[src/rtl/framing_pkg.sv]
// Shared framing constants and arbiter state encoding, common to the arbiter and the encoder.
package framing_pkg;

   typedef enum logic [2:0] {
      StIdle   = 3'd0,
      StStream = 3'd1,
      StWaitLp = 3'd2,
      StWaitRp = 3'd3,
      StDrain  = 3'd4
   } fr_state_e;

   localparam int unsigned FR_MAX_BYTES = 20;   // encoder queue depth, bytes per frame
   localparam int unsigned FR_LEFT_PAD  = 80;   // encoder left-padding length in cycles
   localparam int unsigned FR_RIGHT_PAD = 16;   // encoder right-padding length in cycles
   localparam int unsigned FR_TIMEOUT   = 1023; // watchdog limit in cycles
   localparam int unsigned FR_WD_W      = 10;   // watchdog counter width

endpackage

[src/rtl/rr_pick.sv]
// Combinational round-robin picker: first asserted request at or after ptr, wrapping.
module rr_pick #(
   parameter int unsigned N_REQ = 4,
   parameter int unsigned PTR_W = 2
) (
   input  logic [N_REQ-1:0] req,
   input  logic [PTR_W-1:0] ptr,
   output logic [N_REQ-1:0] gnt,
   output logic [PTR_W-1:0] idx
);

   int unsigned      cand;
   logic [PTR_W-1:0] cand_idx;
   logic             found;

   // Scan requesters starting at ptr; the first hit wins.
   always_comb begin
      gnt      = '0;
      idx      = '0;
      found    = 1'b0;
      cand     = 0;
      cand_idx = '0;
      for (int unsigned off = 0; off < N_REQ; off++) begin
         cand     = (32'(ptr) + off) % N_REQ;
         cand_idx = PTR_W'(cand);
         if (!found && req[cand_idx]) begin
            found         = 1'b1;
            gnt[cand_idx] = 1'b1;
            idx           = cand_idx;
         end
      end
   end

endmodule

[src/rtl/frame_arbiter.sv]
// Shares one framing encoder between N_REQ byte-stream requesters, one frame at a time.
module frame_arbiter
   import framing_pkg::*;
#(
   parameter int unsigned N_REQ     = 4,
   parameter int unsigned MAX_BYTES = FR_MAX_BYTES,
   parameter int unsigned RIGHT_PAD = FR_RIGHT_PAD,
   parameter int unsigned TIMEOUT   = FR_TIMEOUT
) (
   input  logic               clk,
   input  logic               reset_n,
   input  logic [N_REQ-1:0]   req_valid,
   input  logic [8*N_REQ-1:0] req_data,
   input  logic [N_REQ-1:0]   req_last,
   output logic [N_REQ-1:0]   req_ready,
   output logic [N_REQ-1:0]   grant,
   output logic [7:0]         fr_din,
   output logic               fr_din_valid,
   input  logic               fr_indicator,
   output logic               busy,
   output logic               err_trunc,
   output logic               err_abort,
   output logic               err_timeout
);

   localparam int unsigned PTR_W = (N_REQ > 1) ? $clog2(N_REQ) : 1;
   localparam int unsigned BC_W  = $clog2(MAX_BYTES + 1);
   localparam int unsigned DR_W  = $clog2(RIGHT_PAD + 1);
   localparam logic [FR_WD_W-1:0] WD_LIMIT = FR_WD_W'(TIMEOUT - 1);

   fr_state_e          state_q, state_d;
   logic [N_REQ-1:0]   grant_q, grant_d;
   logic [PTR_W-1:0]   ptr_q, ptr_d;
   logic [BC_W-1:0]    byte_cnt_q, byte_cnt_d;
   logic [FR_WD_W-1:0] wd_q, wd_d;
   logic [DR_W-1:0]    drain_cnt_q, drain_cnt_d;
   logic [7:0]         fr_din_q, fr_din_d;
   logic               fr_din_valid_q, fr_din_valid_d;
   logic               err_trunc_q, err_trunc_d;
   logic               err_abort_q, err_abort_d;
   logic               err_timeout_q, err_timeout_d;

   logic [N_REQ-1:0]   pick_gnt;
   logic [PTR_W-1:0]   pick_idx;
   logic [7:0]         sel_data;
   logic               sel_valid;
   logic               sel_last;
   logic               accept;

   rr_pick #(
      .N_REQ (N_REQ),
      .PTR_W (PTR_W)
   ) u_rr_pick (
      .req (req_valid),
      .ptr (ptr_q),
      .gnt (pick_gnt),
      .idx (pick_idx)
   );

   // Mux the granted requester's byte, valid and last.
   always_comb begin
      sel_data = 8'h00;
      for (int i = 0; i < N_REQ; i++) begin
         if (grant_q[i]) begin
            sel_data = req_data[8*i +: 8];
         end
      end
      sel_valid = |(req_valid & grant_q);
      sel_last  = |(req_last & grant_q);
      accept    = |(req_valid & req_ready);
   end

   // State and datapath registers.
   always_ff @(posedge clk or negedge reset_n) begin
      if (!reset_n) begin
         state_q        <= StIdle;
         grant_q        <= '0;
         ptr_q          <= '0;
         byte_cnt_q     <= '0;
         wd_q           <= '0;
         drain_cnt_q    <= '0;
         fr_din_q       <= 8'h00;
         fr_din_valid_q <= 1'b0;
         err_trunc_q    <= 1'b0;
         err_abort_q    <= 1'b0;
         err_timeout_q  <= 1'b0;
      end else begin
         state_q        <= state_d;
         grant_q        <= grant_d;
         ptr_q          <= ptr_d;
         byte_cnt_q     <= byte_cnt_d;
         wd_q           <= wd_d;
         drain_cnt_q    <= drain_cnt_d;
         fr_din_q       <= fr_din_d;
         fr_din_valid_q <= fr_din_valid_d;
         err_trunc_q    <= err_trunc_d;
         err_abort_q    <= err_abort_d;
         err_timeout_q  <= err_timeout_d;
      end
   end

   // Next-state logic: arbitration, streaming, indicator tracking, watchdog, drain.
   always_comb begin
      state_d        = state_q;
      grant_d        = grant_q;
      ptr_d          = ptr_q;
      byte_cnt_d     = byte_cnt_q;
      wd_d           = wd_q;
      drain_cnt_d    = drain_cnt_q;
      fr_din_d       = 8'h00;
      fr_din_valid_d = 1'b0;
      err_trunc_d    = 1'b0;
      err_abort_d    = 1'b0;
      err_timeout_d  = 1'b0;
      unique case (state_q)
         StIdle: begin
            if (|req_valid) begin
               state_d    = StStream;
               grant_d    = pick_gnt;
               ptr_d      = (pick_idx == PTR_W'(N_REQ - 1)) ? '0 : pick_idx + PTR_W'(1);
               byte_cnt_d = '0;
            end
         end
         StStream: begin
            if (accept) begin
               fr_din_d       = sel_data;
               fr_din_valid_d = 1'b1;
               byte_cnt_d     = byte_cnt_q + BC_W'(1);
               if (sel_last) begin
                  state_d = StWaitLp;
                  wd_d    = '0;
               end else if (byte_cnt_q == BC_W'(MAX_BYTES - 1)) begin
                  // Encoder queue full: close the frame; the rest becomes a new request.
                  state_d     = StWaitLp;
                  wd_d        = '0;
                  err_trunc_d = 1'b1;
               end
            end else if (!sel_valid) begin
               // Owner went quiet mid-frame: close with what was sent.
               state_d     = StWaitLp;
               wd_d        = '0;
               err_abort_d = 1'b1;
            end
         end
         StWaitLp, StWaitRp: begin
            wd_d = wd_q + FR_WD_W'(1);
            if (fr_indicator) begin
               if (state_q == StWaitLp) begin
                  state_d = StWaitRp;
               end else begin
                  state_d     = StDrain;
                  drain_cnt_d = '0;
               end
            end else if (wd_q >= WD_LIMIT) begin
               state_d       = StIdle;
               grant_d       = '0;
               err_timeout_d = 1'b1;
            end
         end
         StDrain: begin
            // Hold off until the encoder's right padding has fully elapsed.
            if (drain_cnt_q == DR_W'(RIGHT_PAD - 1)) begin
               state_d = StIdle;
               grant_d = '0;
            end else begin
               drain_cnt_d = drain_cnt_q + DR_W'(1);
            end
         end
         default: begin
            state_d = StIdle;
            grant_d = '0;
         end
      endcase
   end

   // Outputs decoded from state plus registered datapath.
   always_comb begin
      req_ready = '0;
      if (state_q == StStream && byte_cnt_q != BC_W'(MAX_BYTES)) begin
         req_ready = grant_q;
      end
      busy         = (state_q != StIdle);
      grant        = grant_q;
      fr_din       = fr_din_q;
      fr_din_valid = fr_din_valid_q;
      err_trunc    = err_trunc_q;
      err_abort    = err_abort_q;
      err_timeout  = err_timeout_q;
   end

endmodule

[config.mk]
export PLATFORM = sky130hd
export DESIGN_NAME = frame_arbiter
export DESIGN_NICKNAME = d
export VERILOG_FILES = /design/src/rtl/framing_pkg.sv /design/src/rtl/rr_pick.sv /design/src/rtl/frame_arbiter.sv
export SDC_FILE = /design/constraint.sdc
export NUM_CORES = 1
export LEC_CHECK = 0
export ABC_AREA = 1
export ABC_CLOCK_PERIOD_IN_PS = 2100
export BUFFER_PORTS_ARGS = -buffer_cell sky130_fd_sc_hd__buf_2
export CAP_MARGIN = 30
export CORE_MARGIN = 2
export CORE_UTILIZATION = 40
export DETAILED_ROUTE_END_ITERATION = 16
export PLACE_DENSITY_LB_ADDON = 0.3
export SYNTH_ARGS = -nofsm -noshare
export SYNTH_HDL_FRONTEND = slang
export SYNTH_SLANG_ARGS = --single-unit
[constraint.sdc]
create_clock -name clk -period 2.1 [get_ports clk]
set_input_delay 0.105 -clock clk [delete_from_list [all_inputs] [get_ports clk]]
set_output_delay 0.105 -clock clk [all_outputs]
set_load 0.03 [all_outputs]
==> flow_summary.yaml, run 1 <==
sta:
  slew_headroom_pct: 66.60
  finalCritPeriodShare_pct: 88.84
  tightestPinTransition_ns: 0.5011
  finalMaxSlewViolations: 0
  hold_viol_final: 0
  fin_ws_ns: 0.2344
  setup_viol: 0
  tns_ns: 0
  grt_setup_unrepaired: "false"
  clock.fmax_ghz: 0.5360
  finClkSkew_ns: 0.008173
  fin_crit_ns: 1.866
clocking:
  cts_tree: "built"
  post_cts.repair.setup_buffers: 0
  holdBufCountCts: 1
  post_cts_resized: 0
  h-tree-depth: 2
  root_buffer: "clkbuf_8"
  cts_buffers: 5
  clk_pin_slew_ns: 0.08
  clk_latency_ns: 0.29
  clock_path_buffers: 2
  cts_sinks: 41
route:
  vias: 2544
  via_per_inst: 5.048
  dr.pass1.iters: 4
  first_iter_violations: 91
  routedWlPerCell_um: 12.71
  antenna_left: 0
  drc_errors: 0
  routed_wl_mm: 6.406
floorplanning:
  dieArea_sq_mm: 0.007243
  start_util_pct: 41.44
  die_h_um: 85.11
  core_sq_mm: 0.006350
  pin_count: 64
  die_w_um: 85.11
  fp-row-count: 29
logic_synthesis:
  yosysTopAreaCellShare_pct: 38.99
  syn_avg_cell_area_sq_um: 7.475
  synthFlopType: "dfrtp_1"
  synth_area_leaders: "dfrtp_1, nand2_1, ha_1"
  synth_edf_count: 0
  netlist_instances: 352
  async_reset_ff_share_pct: 100.0
  yosysWarnings: 0
  synth_most_common_cell: "nand2_1"
  ys_seq_area_share_pct: 38.99
  syn-cell-area_sq_mm: 0.002631
  yosys.area.top_type: "dfrtp_1"
  syn_nets: 407
  ys_types: 32
  synth_commonest_cells: "nand2_1, dfrtp_1, inv_1, nor2_1, o21ai_0"
  ys_seq_elements: 41
power_and_ir_drop:
  switching_share_pct: 48.61
  internal_power_mw: 2.158
  seqPwrFrac_pct: 28.0
  p_leak_nw: 1.681
  pwr_density_cell_mw_per_mm2: 1311
  combPwrFrac_pct: 56.5
  ir_worst_vdd_uv: 700.8
  total_power_mw: 4.199
  clock_power_share_pct: 15.5
  switching_power_mw: 2.041
finish:
  syn2layout_area_growth_pct: 21.68
  drive_gt1_share_pct: 23.65
  fillers: 602
  finalNetCount: 481
  num_antenna_cells: 0
  fin_area_sq_mm: 0.003202
  ff_latch_area_sq_mm: 0.001026
  multi_input_area_sq_mm: 0.001429
  stdcell_count: 504
setup_path:
  worstPathMaxFanout: 6
  critPathMaxStageDelay_ns: 0.44
  worst_ep_arrival_time_ns: 1.76
  worstSetupPathType: "reg2out"
  crit_buf_inv: 2
  critPathMostFrequentCell: "nor2_1"
  worst_setup_path_start_kind: "flip-flop"
  worstPathCellList: "nor2_1 > nand2_1 > a31oi_2 > inv_1 > nor2_1 > buf_2"
  worstSetupEndpointType: "output port"
  crit_slowest_cell: "dfrtp_1"
  crit_family: "flip-flops"
  critical_path_required_ns: 2.00
global_route:
  grt_pass1_wl_mm: 10.87
  grtUsageTotal_pct: 18.53
  antenna_found_initial: 0
  grt_remaining_overflow: 0
  grt_max_degree: 21
  grt_pass1_vias: 2400
placed_design:
  gp_congestion: 0.8880
  port_buffers: 63
  dp_hpwl_mm: 5.140
  post-place-ws_ns: 0.2608
  dp.cells: 495
  placed_cell_area_sq_mm: 0.003075
min_path:
  hold_class: "in2reg"
outcome:
  status: "finished, final reports clean"
flow_run:
  max-cap-violations: 0
## power groups by stage
stage | combinational [mW] | clock, mW | sequential [mW]
after floorplan | 1.67 | 0 | 1.28
final | 2.37 | 0.650 | 1.18
after detailed placement | 2.38 | 0 | 1.19
after global placement | 2.34 | 0 | 1.18
after CTS | 2.39 | 0.666 | 1.18
after global routing | 2.69 | 0.696 | 1.21
## layout by cell type, fill, tap and decap left out, drive strengths merged
cell         Yosys  final
a21boi           1      1
a21oi           10     10
a221oi           1      1
a22oi            2      2
a31oi            9      9
buf              2     71
bufinv           0      1
clkbuf           3      7
clkinv           1      1
dfrtp           41     41
dlygate4sd3      0      1
ha              12     12
inv             38     38
nand2          121    121
nand3           23     23
nand4            6      6
nor2            30     30
nor3             4      4
o2111ai          1      1
o211ai           9      9
o21ai           26     26
o22ai            1      1
or2              2      2
xnor2            4      4
xor2             5      5
## layout make-up
type                       count  area share (%)
sequential                    41           32.04
clock inverter                 1          0.9379
timing repair buffer          72           12.04
multi-input combinational    267           44.63
clock buffer                   7           2.696
inverter                      39           4.650
tap                           77           3.009
## registers in the layout, indices dropped and copies added (netlist names), named ones only
name	count
grant	4
fr_din_valid	1
wd_q	10
ptr_q	1
err_abort	1
byte_cnt_q	5
drain_cnt_q	5
err_timeout	1
err_trunc	1
state_q	3
fr_din	8
## metrics by stage
step / hold WS [ns] / utilization [%]
floorplan: -0.1906 / -
global placement: 0.08299 / 48.43
detailed placement: 0.08476 / 48.43
CTS: 0.05788 / 50.42
global route: 0.06749 / 50.42
finish: 0.06840 / 50.42
## worst register-to-register path, cell delays in order (launching register included)
cell and delay (ns):
dfrtp_1 0.40, ha_1 0.20, nand2_1 0.08, nor2_1 0.04
ha_1 0.17, nor2_1 0.17, inv_1 0.13, a21oi_1 0.18
nand3_1 0.12, o21ai_0 0.19, a21oi_1 0.06
## path summary, 6_finish.rpt
kind / slack, ns / cells past startpoint / to / start
worst min-delay path: 0.07 / 3 / fr_din[7]$_DFF_PN0_ / req_data[23]
min in group asynchronous: 0.29 / 2 / drain_cnt_q[3]$_DFFE_PN0P_ / reset_n
max in group asynchronous: 1.26 / 3 / byte_cnt_q[2]$_DFFE_PN0P_ / reset_n
worst max-delay path: 0.23 / 6 / req_ready[1] / state_q[2]$_DFFE_PN0P_
worst max register to register: 0.26 / 10 / drain_cnt_q[3]$_DFFE_PN0P_ / drain_cnt_q[1]$_DFFE_PN0P_
worst min register to register: 0.51 / 1 / byte_cnt_q[0]$_DFFE_PN0P_ / byte_cnt_q[0]$_DFFE_PN0P_
## cell families (layout without fill, tap and decap cells)
kind of cell	after synthesis	count (layout)	share of synthesized area, %
DFF	41	41	38.99
and+or+nand+nor	186	186	32.05
buffers and inverters	44	119	6.704
xor gates and xnor gates	9	9	2.996
adders and majority gates	12	12	5.706
AOI/OAI and AO/OA	60	60	13.55
## routing by layer
layer | track usage [%] | vias to the layer above | share of wire, % | routed length [um]
li1 | - | 1299 | - | -
met1 | 24.85 | 1176 | 46 | 2931
met2 | 30.47 | 59 | 49 | 3121
met3 | 3.599 | 10 | 3.7 | 237
met4 | 5.483 | 0 | 1.8 | 115
met5 | 0 | - | 0 | 0
Note: power is estimated with default switching activity, not from simulation.
==> run 2, diff against run 1 <==
- PLACE_DENSITY: default -> 0.6
- PLACE_DENSITY_LB_ADDON: 0.3 -> default
- SYNTH_HIERARCHICAL: default -> 1
==> flow_summary.yaml, run 2 <==
power_and_ir_drop:
  total_power_mw: 4.183
  ir_worst_vdd_uv: 631.5
  pwr_density_cell_mw_per_mm2: 1222
  p_leak_nw: 1.777
logic_synthesis:
  yosys.area.top_type: "dfrtp_1"
  yosysTopAreaCellShare_pct: 36.30
  synthFlopType: "dfrtp_1"
  ys_types: 37
  ys_seq_area_share_pct: 36.30
  yosysWarnings: 6
  synth_commonest_cells: "nand2_1, nand3_1, dfrtp_1, nor2_1, inv_1"
  synth_area_leaders: "dfrtp_1, nand2_1, nand3_1"
  synth_most_common_cell: "nand2_1"
  ys_seq_elements: 41
  syn-cell-area_sq_mm: 0.002826
  syn_avg_cell_area_sq_um: 7.361
  netlist_instances: 384
  syn_nets: 439
  synth_edf_count: 0
  async_reset_ff_share_pct: 100.0
route:
  antenna_left: 0
  routed_wl_mm: 6.571
  first_iter_violations: 72
  routedWlPerCell_um: 11.86
  drc_errors: 0
  via_per_inst: 4.937
  dr.pass1.iters: 4
  vias: 2735
sta:
  hold_viol_final: 0
  holdWs_ns: 0.05893
  tns_ns: 0
  finClkSkew_ns: 0.006122
  slew_headroom_pct: 39.44
  finalCritPeriodShare_pct: 94.19
  fin_crit_ns: 1.978
  setup_viol: 0
  tightestPinTransition_ns: 0.9084
  clock.fmax_ghz: 0.5056
  finalMaxSlewViolations: 0
setup_path:
  worst_setup_path_start_kind: "flip-flop"
  worstPathMaxFanout: 4
  worstRegToRegCells: 11
  critical_path_required_ns: 2.27
  worst_ep_arrival_time_ns: 2.15
  worstSetupPathType: "reg2reg"
  worstSetupEndpointType: "flip-flop"
finish:
  largest_reg_flops: 10
  largest_register: "wd_q"
  mostFrequentLayoutCells: "nand2_1, buf_2, nand3_1"
  stdcell_count: 554
  multi_input_area_sq_mm: 0.001648
  drive_gt1_share_pct: 25.98
  final_common_cell: "nand2_1"
  fillers: 708
  finalNetCount: 513
  num_antenna_cells: 0
  syn2layout_area_growth_pct: 21.12
  ff_latch_area_sq_mm: 0.001028
global_route:
  grt_max_degree: 42
  grtUsageTotal_pct: 17.98
  antenna_found_initial: 0
  grt_pass1_wl_mm: 11.12
  grt_pass1_vias: 2486
  grt_remaining_overflow: 0
min_path:
  min_path_cells: 3
  hold_class: "in2reg"
floorplanning:
  die_w_um: 88.06
  fp-row-count: 30
  die_h_um: 88.06
  dieArea_sq_mm: 0.007755
  start_util_pct: 41.37
  pin_count: 64
  core_sq_mm: 0.006832
clocking:
  cts_tree: "built"
  root_buffer: "clkbuf_8"
  h-tree-depth: 2
  cts_sinks: 41
  clk_pin_slew_ns: 0.08
  cts_buffers: 5
  clk_latency_ns: 0.28
  clock_path_buffers: 2
outcome:
  status: "finished, final reports clean"
placed_design:
  dp_hpwl_mm: 5.056
  port_buffers: 63
  dp.cells: 543
  gp_congestion: 0.9007
flow_run:
  max-cap-violations: 0
## run 2: changes by cell type in the layout (fill, tap and decap cells not counted), moves of 4 or more
| cell | previous run | this run |
|---|---|---|
| a21oi_1 | 10 | 16 |
| nand3_1 | 18 | 41 |
| o21ai_0 | 26 | 8 |
| o21ai_1 | 0 | 5 |
| nor2_1 | 28 | 35 |
| xnor2_1 | 4 | 0 |
| o21ai_2 | 0 | 5 |
| nor2_2 | 0 | 5 |
## run 2: layout make-up
class                           instances  area share (%)
Clock buffer                            6           2.120
Clock inverter                          1          0.1462
Inverter                               39           4.496
Multi-Input combinational cell        299           48.14
Sequential cell                        41           30.04
Tap cell                               96           3.509
Timing Repair Buffer                   72           11.55
## run 2: kinds of logic after synthesis
| group | share of synthesized area, % |
|---|---|
| AOI/OAI and AO/OA | 12.31 |
| xor gates and xnor gates | 1.239 |
| adders and majority gates | 5.312 |
| buffers and inverters | 6.374 |
| DFF | 36.30 |
| muxes | 0.7525 |
| and+or+nand+nor | 37.72 |
## run 2: critical path: stages, from the launching register on
cell and delay [ns]:
dfrtp_2 0.44, inv_6 0.07, ha_4 0.21, inv_4 0.07, nand3_2 0.07, nand2_2 0.10
nand3_2 0.07, nor2_2 0.12, nor2_1 0.05, nor2_1 0.16, ha_1 0.25, mux2_2 0.25
## run 2: report_power, final
group	switching, mW	total [mW]	internal [mW]
Sequential	0.155	1.10	0.946
Clock	0.246	0.472	0.226
Combinational	1.70	2.61	0.909
Total	2.10	4.18	2.08
## run 2: final timing paths
path	end	from	slack, ns
setup / recovery	ptr_q[1]$_DFFE_PN0P_	ptr_q[0]$_DFFE_PN0P_	0.12
hold / removal	fr_din[6]$_DFF_PN0_	req_data[30]	0.06
setup reg to reg	ptr_q[1]$_DFFE_PN0P_	ptr_q[0]$_DFFE_PN0P_	0.12
hold reg to reg	wd_q[8]$_DFFE_PN0P_	wd_q[8]$_DFFE_PN0P_	0.50
max in group asynchronous	ptr_q[1]$_DFFE_PN0P_	reset_n	0.99
min in group asynchronous	wd_q[6]$_DFFE_PN0P_	reset_n	0.49
## run 2: metal layers
metal	GRT usage, %	vias up	part of all wire (%)
met5	0	-	0
met4	3.306	0	0.32
met3	3.487	2	6.2
met2	31.34	87	47
met1	23.48	1237	47
li1	-	1409	-
## run 2: what timing repair did
item,CTS,global route
hold buffers,2,0
resized for setup,0,9
setup buffers,0,2
hold endpoints to repair,42,0
endpoints found under the setup margin,0,1
## run 2: through the flow
| stage | util, % | instance area, sq um | setup slack [ns] |
|---|---|---|---|
| 6_report | 50.11 | 3423 | 0.1221 |
| 3_5_place_dp | 48.08 | 3284 | 0.09298 |
| 5_1_grt | 50.11 | 3423 | -0.02614 |
| 3_3_place_gp | 48.08 | 3284 | 0.1374 |
| 2_1_floorplan | - | 2840 | 0.03662 |
| 4_1_cts | 49.51 | 3382 | 0.08098 |
